===== config.mk =====
export PLATFORM = sky130hd
export DESIGN_NAME = ofmap_collector_flat
export DESIGN_NICKNAME = d
export VERILOG_FILES = /design/src/rtl/ofmap_collector_if.sv /design/src/rtl/ofmap_collector.sv /design/src/flat_wrapper.sv
export SDC_FILE = /design/constraint.sdc
export NUM_CORES = 1
export LEC_CHECK = 0
export CORE_AREA = 8 8 190 102
export CTS_BUF_LIST = sky130_fd_sc_hd__clkbuf_8
export DETAILED_ROUTE_END_ITERATION = 10
export DIE_AREA = 0 0 198 110
export PLACE_DENSITY = 0.68
export SLEW_MARGIN = 20
export SYNTH_ARGS = -nofsm -noshare
export SYNTH_HDL_FRONTEND = slang
export SYNTH_SLANG_ARGS = --single-unit

===== constraint.sdc =====
create_clock -name clk -period 3.7 [get_ports clk]
set_input_delay 0.37 -clock clk [delete_from_list [all_inputs] [get_ports clk]]
set_output_delay 0.37 -clock clk [all_outputs]
set_load 0.01 [all_outputs]

===== src/rtl/ofmap_collector_if.sv =====
// Handshake bundle between the mesh output port, the collector and the host side.
// The slave modport is the collector; the master modport is the driver/consumer.
interface ofmap_collector_if #(
   parameter int PACKET_WIDTH = 33,
   parameter int OUT_W        = 21
);
   logic                    clear;
   logic                    in_valid;
   logic                    in_ready;
   logic [PACKET_WIDTH-1:0] in_packet;
   logic                    out_valid;
   logic                    out_ready;
   logic [OUT_W-1:0]        out_data;
   logic [3:0]              spike_total;
   logic                    done;
   logic                    dup_err;
   logic                    addr_err;

   modport master (
      output clear, in_valid, in_packet, out_ready,
      input  in_ready, out_valid, out_data, spike_total, done, dup_err, addr_err
   );

   modport slave (
      input  clear, in_valid, in_packet, out_ready,
      output in_ready, out_valid, out_data, spike_total, done, dup_err, addr_err
   );
endinterface


===== src/rtl/ofmap_collector.sv =====
// Sink for mesh NoC output packets: fills one slot per (timestep, PE node),
// counts spikes, then drains every slot in ts-major order on a ready/valid stream.
module ofmap_collector #(
   parameter int PACKET_WIDTH = 33,
   parameter int NUM_PE       = 4,
   parameter int NUM_TS       = 2,
   parameter int RESIDUE_LSB  = 16,
   parameter int RESIDUE_W    = 17,
   parameter int OUT_W        = 21
) (
   input  logic             clk,
   input  logic             reset,
   ofmap_collector_if.slave bus
);
   localparam logic [1:0] ST_COLLECT = 2'd0;
   localparam logic [1:0] ST_DRAIN   = 2'd1;
   localparam logic [1:0] ST_DONE    = 2'd2;

   // Slots are addressed as {ts, node}; the mask marks the slots that exist.
   function automatic logic [7:0] slot_mask_f();
      logic [7:0] m;
      m = 8'd0;
      for (int t = 0; t < 2; t++) begin
         for (int n = 0; n < 4; n++) begin
            m[t*4+n] = (t < NUM_TS) && (n < NUM_PE);
         end
      end
      return m;
   endfunction

   localparam logic [7:0] SLOT_MASK = slot_mask_f();
   localparam logic [2:0] LAST_IDX  = 3'((NUM_TS - 1) * 4 + NUM_PE - 1);
   localparam logic [1:0] LAST_NODE = 2'(NUM_PE - 1);

   logic [1:0]           state_r;
   logic [1:0]           state_nxt_s;
   logic [7:0]           filled_r;
   logic [7:0]           filled_nxt_s;
   logic [2:0]           idx_r;
   logic [2:0]           idx_nxt_s;
   logic [3:0]           spike_total_r;
   logic                 done_r;
   logic                 dup_err_r;
   logic                 addr_err_r;
   logic [RESIDUE_W-1:0] res_r [8];
   logic [7:0]           spk_r;

   logic                 pkt_ts_s;
   logic                 pkt_spike_s;
   logic [1:0]           pkt_node_s;
   logic [RESIDUE_W-1:0] pkt_res_s;
   logic [2:0]           pkt_slot_s;
   logic                 pkt_ok_s;
   logic                 in_ready_s;
   logic                 accept_s;
   logic                 write_s;
   logic                 dup_s;
   logic                 bad_s;
   logic                 fill_done_s;
   logic                 out_fire_s;

   assign pkt_ts_s    = bus.in_packet[0];
   assign pkt_spike_s = bus.in_packet[4];
   assign pkt_node_s  = bus.in_packet[6:5];
   assign pkt_res_s   = bus.in_packet[RESIDUE_LSB +: RESIDUE_W];
   assign pkt_slot_s  = {pkt_ts_s, pkt_node_s};
   assign pkt_ok_s    = SLOT_MASK[pkt_slot_s];

   // clear overrides both handshakes so a restart never races a transfer
   assign in_ready_s  = (state_r == ST_COLLECT) && !bus.clear;
   assign accept_s    = bus.in_valid && in_ready_s;
   assign write_s     = accept_s && pkt_ok_s && !filled_r[pkt_slot_s];
   assign dup_s       = accept_s && pkt_ok_s && filled_r[pkt_slot_s];
   assign bad_s       = accept_s && !pkt_ok_s;
   assign out_fire_s  = (state_r == ST_DRAIN) && bus.out_ready && !bus.clear;
   assign fill_done_s = write_s && ((filled_nxt_s & SLOT_MASK) == SLOT_MASK);

   assign bus.in_ready    = in_ready_s;
   assign bus.out_valid   = (state_r == ST_DRAIN);
   assign bus.out_data    = {res_r[idx_r], spk_r[idx_r], idx_r[1:0], idx_r[2]};
   assign bus.spike_total = spike_total_r;
   assign bus.done        = done_r;
   assign bus.dup_err     = dup_err_r;
   assign bus.addr_err    = addr_err_r;

   // Filled-bit update and next drain index (node wraps into the next timestep)
   always_comb begin
      filled_nxt_s = filled_r;
      if (write_s) begin
         filled_nxt_s = filled_r | (8'd1 << pkt_slot_s);
      end else begin
         filled_nxt_s = filled_r;
      end
      if (idx_r[1:0] == LAST_NODE) begin
         idx_nxt_s = {~idx_r[2], 2'b00};
      end else begin
         idx_nxt_s = idx_r + 3'd1;
      end
   end

   // Next-state decode
   always_comb begin
      state_nxt_s = ST_COLLECT;
      case (state_r)
         ST_COLLECT: state_nxt_s = fill_done_s ? ST_DRAIN : ST_COLLECT;
         ST_DRAIN:   state_nxt_s = (out_fire_s && (idx_r == LAST_IDX)) ? ST_DONE : ST_DRAIN;
         ST_DONE:    state_nxt_s = ST_DONE;
         default:    state_nxt_s = ST_COLLECT;
      endcase
   end

   // Round control: state, filled bits, drain index, spike count and done
   always_ff @(posedge clk or posedge reset) begin
      if (reset) begin
         state_r       <= ST_COLLECT;
         filled_r      <= 8'd0;
         idx_r         <= 3'd0;
         spike_total_r <= 4'd0;
         done_r        <= 1'b0;
      end else if (bus.clear) begin
         state_r       <= ST_COLLECT;
         filled_r      <= 8'd0;
         idx_r         <= 3'd0;
         spike_total_r <= 4'd0;
         done_r        <= 1'b0;
      end else begin
         state_r  <= state_nxt_s;
         filled_r <= filled_nxt_s;
         done_r   <= (state_nxt_s == ST_DONE);
         if (out_fire_s && (idx_r != LAST_IDX)) begin
            idx_r <= idx_nxt_s;
         end
         if (write_s && pkt_spike_s && (spike_total_r != 4'd15)) begin
            spike_total_r <= spike_total_r + 4'd1;
         end
      end
   end

   // Sticky error flags survive clear; only reset wipes them
   always_ff @(posedge clk or posedge reset) begin
      if (reset) begin
         dup_err_r  <= 1'b0;
         addr_err_r <= 1'b0;
      end else begin
         if (dup_s) begin
            dup_err_r <= 1'b1;
         end
         if (bad_s) begin
            addr_err_r <= 1'b1;
         end
      end
   end

   // Slot payload; only read where the matching filled bit is set
   always_ff @(posedge clk) begin
      if (write_s) begin
         res_r[pkt_slot_s] <= pkt_res_s;
         spk_r[pkt_slot_s] <= pkt_spike_s;
      end
   end
endmodule


===== src/flat_wrapper.sv =====
// flat-port wrapper written by rule: the top's interface ports become plain ports
module ofmap_collector_flat 
#(
   parameter int PACKET_WIDTH = 33,
   parameter int NUM_PE       = 4,
   parameter int NUM_TS       = 2,
   parameter int RESIDUE_LSB  = 16,
   parameter int RESIDUE_W    = 17,
   parameter int OUT_W        = 21
)
  (clk, reset, bus_clear, bus_in_valid, bus_in_packet, bus_out_ready, bus_in_ready, bus_out_valid, bus_out_data, bus_spike_total, bus_done, bus_dup_err, bus_addr_err);
  ofmap_collector_if #(.PACKET_WIDTH(PACKET_WIDTH), .OUT_W(OUT_W)) bus_i ();
  input  logic clk;
  input  logic reset;
  input wire logic [$bits(bus_i.clear)-1:0] bus_clear;
  input wire logic [$bits(bus_i.in_valid)-1:0] bus_in_valid;
  input wire logic [$bits(bus_i.in_packet)-1:0] bus_in_packet;
  input wire logic [$bits(bus_i.out_ready)-1:0] bus_out_ready;
  output wire logic [$bits(bus_i.in_ready)-1:0] bus_in_ready;
  output wire logic [$bits(bus_i.out_valid)-1:0] bus_out_valid;
  output wire logic [$bits(bus_i.out_data)-1:0] bus_out_data;
  output wire logic [$bits(bus_i.spike_total)-1:0] bus_spike_total;
  output wire logic [$bits(bus_i.done)-1:0] bus_done;
  output wire logic [$bits(bus_i.dup_err)-1:0] bus_dup_err;
  output wire logic [$bits(bus_i.addr_err)-1:0] bus_addr_err;
  assign bus_i.clear = bus_clear;
  assign bus_i.in_valid = bus_in_valid;
  assign bus_i.in_packet = bus_in_packet;
  assign bus_i.out_ready = bus_out_ready;
  assign bus_in_ready = bus_i.in_ready;
  assign bus_out_valid = bus_i.out_valid;
  assign bus_out_data = bus_i.out_data;
  assign bus_spike_total = bus_i.spike_total;
  assign bus_done = bus_i.done;
  assign bus_dup_err = bus_i.dup_err;
  assign bus_addr_err = bus_i.addr_err;
  ofmap_collector #(.PACKET_WIDTH(PACKET_WIDTH), .NUM_PE(NUM_PE), .NUM_TS(NUM_TS), .RESIDUE_LSB(RESIDUE_LSB), .RESIDUE_W(RESIDUE_W), .OUT_W(OUT_W)) u_core (.clk(clk), .reset(reset), .bus(bus_i));
endmodule

==> Word level (Yosys, flattened, before mapping) <==
Memories as Yosys holds them, arrays and structs flattened.
Cells that the tools add are included.
{ "op_classes": {"addsub": 2, "order_cmp": 3, "eq_ne": 8, "shifts": 1, "n_mux": 22, "bitwise": 2, "n_reduce_logical": 20} }
{ "ops": {"columns": ["operator", "n"], "rows": [
  ["8-bit 2-to-1 mux", 2],
  ["1-bit logical AND", 14],
  ["3-bit 2-to-1 mux", 3],
  ["8-bit bitwise mux", 1],
  ["8-bit == test, second input constant", 1],
  ["3-bit by 4-bit < comparator with 1-bit output, second input constant", 2],
  ["1-bit 2-to-1 mux", 8],
  ["4-bit 2-to-1 mux", 2],
  ["8-bit OR", 1],
  ["1-bit by 3-bit << shifter with 8-bit output, first input constant", 1],
  ["1-bit binary-select mux with 3-bit select", 2],
  ["2-bit == test, second input constant", 3],
  ["2-bit one-hot mux with 3 select lines", 1],
  ["4-bit by 1-bit adder with 4-bit output, second input constant", 1],
  ["2-bit 2-to-1 mux", 2],
  ["4-bit inequality test, second input constant", 1],
  ["2-bit nonzero test", 2],
  ["3-bit by 1-bit adder with 3-bit output, second input constant", 1],
  ["1-bit demux with 3-bit select", 1],
  ["3-bit == test, second input constant", 1],
  ["3-bit by 1-bit greater-or-equal comparator with 1-bit output, second input constant", 1],
  ["1-bit zero test", 3],
  ["3-bit inequality test, second input constant", 1],
  ["2-bit by 1-bit == test with 1-bit output, second input constant", 1],
  ["other kinds (2)", 2]
]} }
{ "totals": {"reg_bits": 28, "ramBits": 136, "mem_bits_ro": 8, "out_inout_bits": 30, "word_cells": 68, "memories": 2} }
{ "mem_list": {"columns": ["memory", "depth", "width", "rd", "rd_clocked_by_memory_dff", "write_ports", "line", "rtl"], "rows": [
  ["u_core.res_r", 8, 17, 1, 0, 1, "ofmap_collector.sv:45", "logic [RESIDUE_W-1:0] res_r [8];"],
  ["(name not given)", 8, 1, 1, 0, 0, "ofmap_collector.sv:67", "assign pkt_ok_s = SLOT_MASK[pkt_slot_s];"]
]} }

==> Logic depth before layout (Yosys ltp) <==
{ "logic_depth": {"word_depth": 12, "ltp_mapped": 6} }

==> Worst setup path after synthesis <==
Ideal clock, no wire load.
{ "synth_path": {"kind": "reg-to-reg", "from": "register u_core.state_r[0]", "to": "memory u_core.res_r[3][0] (enable)", "arrival_ps": 2594, "t_required_ps": 3284, "path_slack_ps": 690, "path_stages_with_launch": 5, "path_buffers": 1, "cell_sequence": "dfrtp_1 -> or4b_4 -> or2_1 -> buf_6 -> nor3_1"} }
{ "synth_between": {"elab_chain_len": 7} }
{ "synth_lines": {"columns": ["item", "line", "rtl"], "rows": [
  ["from (decl)", "ofmap_collector.sv:35", "logic [1:0] state_r;"],
  ["from (signal assigned)", "ofmap_collector.sv:127", "state_r <= state_nxt_s;"],
  ["2-bit zero test", "ofmap_collector.sv:70", "assign in_ready_s = (state_r == ST_COLLECT) && !bus.clear;"],
  ["1-bit logical AND", "ofmap_collector.sv:70", null],
  ["1-bit logical AND", "ofmap_collector.sv:71", "assign accept_s = bus.in_valid && in_ready_s;"],
  ["1-bit logical AND (2 in a row)", "ofmap_collector.sv:72", "assign write_s = accept_s && pkt_ok_s && !filled_r[pkt_slot_s];"],
  ["1-bit 2-to-1 mux", "ofmap_collector.sv:156", "if (write_s) begin"],
  ["1-bit 2-to-1 mux (implied by the code)", "ofmap_collector.sv:157", "res_r[pkt_slot_s] <= pkt_res_s;"],
  ["to (decl)", "ofmap_collector.sv:45", null]
]} }
Every way passes these cells.

==> Worst setup path after layout <==
{ "layout_path": {"from": "register u_core.idx_r[0]", "to": "output bus_out_data[6]"} }
{ "layout_between": {"elab_chain_len": 1} }
{ "layout_lines": {"columns": ["item", "line", "rtl"], "rows": [
  ["from (decl)", "ofmap_collector.sv:39", "logic [2:0] idx_r;"],
  ["from (signal assigned)", "ofmap_collector.sv:131", "idx_r <= idx_nxt_s;"],
  ["memory read 8 x 17 bit", null, null],
  ["to (decl)", "flat_wrapper.sv:21", "output wire logic [$bits(bus_i.out_data)-1:0] bus_out_data;"]
]} }
Every way passes these cells.

==> flow_summary_export.csv <==
group,metric,value,unit
outcome,status,"completed",
yosys,synth.net_count,369,
finish,fin_area,7880,um2
route,first_pass_iters,4,
critical_path,cp_data_required_time,3.33,ns
placement,dp_hpwl,7980,um
finish,syn2layout_area_growth,20.4,%
grt,grt_pass1_vias,3465,
grt,grt_use_met3,3.94,%
clocking,post_cts_resize_count,0,
clocking,cts_sinks,163,
clocking,ctsHoldBuffers,0,
route,ant_nets,0,
sta,final.setup.worst_slack,0.442,ns
grt,groute.layer.met1.usage,16.8,%
clocking,cts_buffers,17,
yosys,postSynthCellCount,328,
clocking,cts_tree,"built",
critical_path,crit_type,"register to output port",
sta,hold_ws,0.356,ns
finish,nFillCells,1390,
sta,rsz0062_at_grt,"false",
sta,fin_tns_setup,0,ns
critical_path,start_kind,"register",
job,max-cap-violations,0,
yosys,syn_area,6540,um2
yosys,synthFlopType,"edfxtp_1",
critical_path,arrival,2.89,ns
clocking,clk_pin_slew_worst_paths,0.09,ns
pwr,total_power,3.57,mW
floorplan,dieHeight,110,um
grt,grt.total_usage,12.6,%
route,routed-via-count,3285,
grt,busiest_layer,"met2",
sta,tightestPinTransition,0.786,ns
clocking,clk_latency,0.45,ns
yosys,syn_area_per_cell,20.0,um2
sta,finalCriticalPeriod,3.26,ns
grt,grt_pass1_wl,20200,um
placement,port_buffers,54,
route,wl,13000,um
floorplan,die_area,21800,um2
sta,relSlewSlack,47.6,%
pwr,power-per-cell-area,454,nW/um2
clocking,clockBufferDepth,2,
floorplan,die_w,198,um
placement,placed_area,7440,um2
yosys,synth_edf_count,144,
clocking,postCtsSetupRepairBufs,0,
clocking,htree_levels,4,
grt,grt_overflow,0,
clocking,cts-root-buf,"clkbuf_8",
grt,grt_use_met2,19.7,%
critical_path,cp_max_fo,22,
sta,setup_viol,0,
pwr,max-vdd-ir-drop,215,uV
sta,drv_slew,0,
route,wl_per_cell,20.0,um
placement,gp_congestion,0.771,
floorplan,fp-row-count,34,
route,drt-initial-drc-count,167,
route,drc,0,
grt,antenna_found_initial,0,
sta,fmax,307,MHz
min_path,hold_path_class,"primary input to asynchronous set/reset pin",
sta,fin_skew,0.0154,ns
yosys,synth.distinct_cells,43,
pwr,power_leakage,2.56,nW
sta,finalCritPeriodShare,88.0,%
yosys,seq_area_frac_synth,73.3,%
yosys,ys_warn_count,0,
finish,final_nets,441,
route,vias_per_cell,5.08,
yosys,async_reset_ff_share,11.7,%
finish,fin_util,46.9,%
finish,layout.cells.non_filler,647,
floorplan,initial_core_util,38.9,%
placement,dp_cells,615,
sta,finalHoldViolations,0,
floorplan,core_area,16800,um2
critical_path,crit_path_end_kind,"output port",
grt,grt_max_degree,24,
floorplan,ioPinCount,68,
yosys,synth_seq_cells,163,
finish,n_antenna_cell,0,
finish,drive_above_1_share,27.8,%
placement,place_ws,0.883,ns
==> cells in the final DEF, fill, tap and decap left out, types with 5 or more instances in the layout <==
cell	synthesis	final
buf_4	1	14
clkbuf_8	0	19
clkdlybuf4s50_1	0	54
dfrtp_1	19	18
edfxtp_1	144	144
inv_1	3	5
mux2_2	18	18
mux2i_1	8	8
mux4_2	37	37
nand2_1	8	8
nand2b_1	5	5
nor2_1	16	16
o21ai_0	6	6
==> worst max-delay path: stages (launching register included) <==
cell	delay, ns
dfrtp_2	0.82
buf_12	0.29
mux4_2	0.55
mux2_2	0.28
clkdlybuf4s50_1	0.48
==> layer usage <==
layer | up-vias | share of wire, %
met2 | 102 | 46
li1 | 1473 | -
met4 | 0 | 0.97
met5 | - | 0
met1 | 1697 | 46
met3 | 13 | 7.7
==> kinds of logic (layout without fill, tap and decap cells) <==
logic type	count (synthesis)	in the layout	synth area share (%)
other	1	1	0.0573
adder cells (fa/ha/maj)	3	3	0.574
flip-flops	163	163	73.3
XOR/XNOR	1	1	0.134
buffers and inverters	19	104	1.36
AND/OR/NAND/NOR	55	55	4.82
multiplexers	64	64	17.2
AO/OA/AOI/OAI	22	22	2.49
==> power by group <==
group / internal, mW / switching, mW
combinational: 0.0516 / 0.0675
clock: 0.773 / 0.651
sequential: 2.02 / 0.00794
total: 2.85 / 0.727
==> cell type report <==
cell class                      instances  area [um2]  share of cell area, %
Clock buffer                           19         262                   3.32
Sequential cell                       163        4800                   60.9
Clock inverter                         13         180                   2.29
Tap cell                              234         293                   3.72
Multi-Input combinational cell        146        1670                   21.1
Timing Repair Buffer                   69         666                   8.45
Inverter                                3        11.3                  0.143
==> worst paths after layout <==
kind | from | end | slack (ns) | cells after the start
worst max-delay path | u_core.idx_r[0] | bus_out_data[6] | 0.44 | 4
worst min-delay path | reset | u_core.bus.done | 0.36 | 2
worst max register to register | u_core.state_r[1] | u_core.res_r[0][2] | 1.39 | 4
worst min register to register | u_core.bus.dup_err | u_core.bus.dup_err | 0.48 | 1
max in group asynchronous | reset | u_core.idx_r[0] | 2.81 | 2
min in group clk | u_core.bus.dup_err | u_core.bus.dup_err | 0.48 | 1
==> flip-flops by register name (all words and copies together) (netlist names) <==
signal	count
u_core.bus.done	1
u_core.bus.dup_err	1
u_core.bus.spike_total	4
u_core.filled_r	8
u_core.idx_r	3
u_core.res_r	136
u_core.spk_r	8
u_core.state_r	2
==> synth_stat cells (3+ instances only) <==
cell | n | area (um2)
edfxtp_1 | 144 | 4320
mux2i_1 | 8 | 80.1
buf_2 | 5 | 25.0
nor3_1 | 3 | 15.0
mux2_2 | 18 | 203
nand3b_1 | 4 | 30.0
ha_1 | 3 | 37.5
inv_1 | 3 | 11.3
nor2_2 | 3 | 18.8
a21oi_1 | 3 | 15.0
nand2_1 | 8 | 30.0
dfrtp_1 | 19 | 475
nor2b_1 | 3 | 18.8
nand4_1 | 3 | 18.8
nand3_1 | 4 | 20.0
mux4_2 | 37 | 833
nor2_1 | 16 | 60.1
nand2b_1 | 5 | 31.3
o21ai_0 | 6 | 30.0
clkbuf_1 | 8 | 30.0
Power figures use the tool's default switching activity.
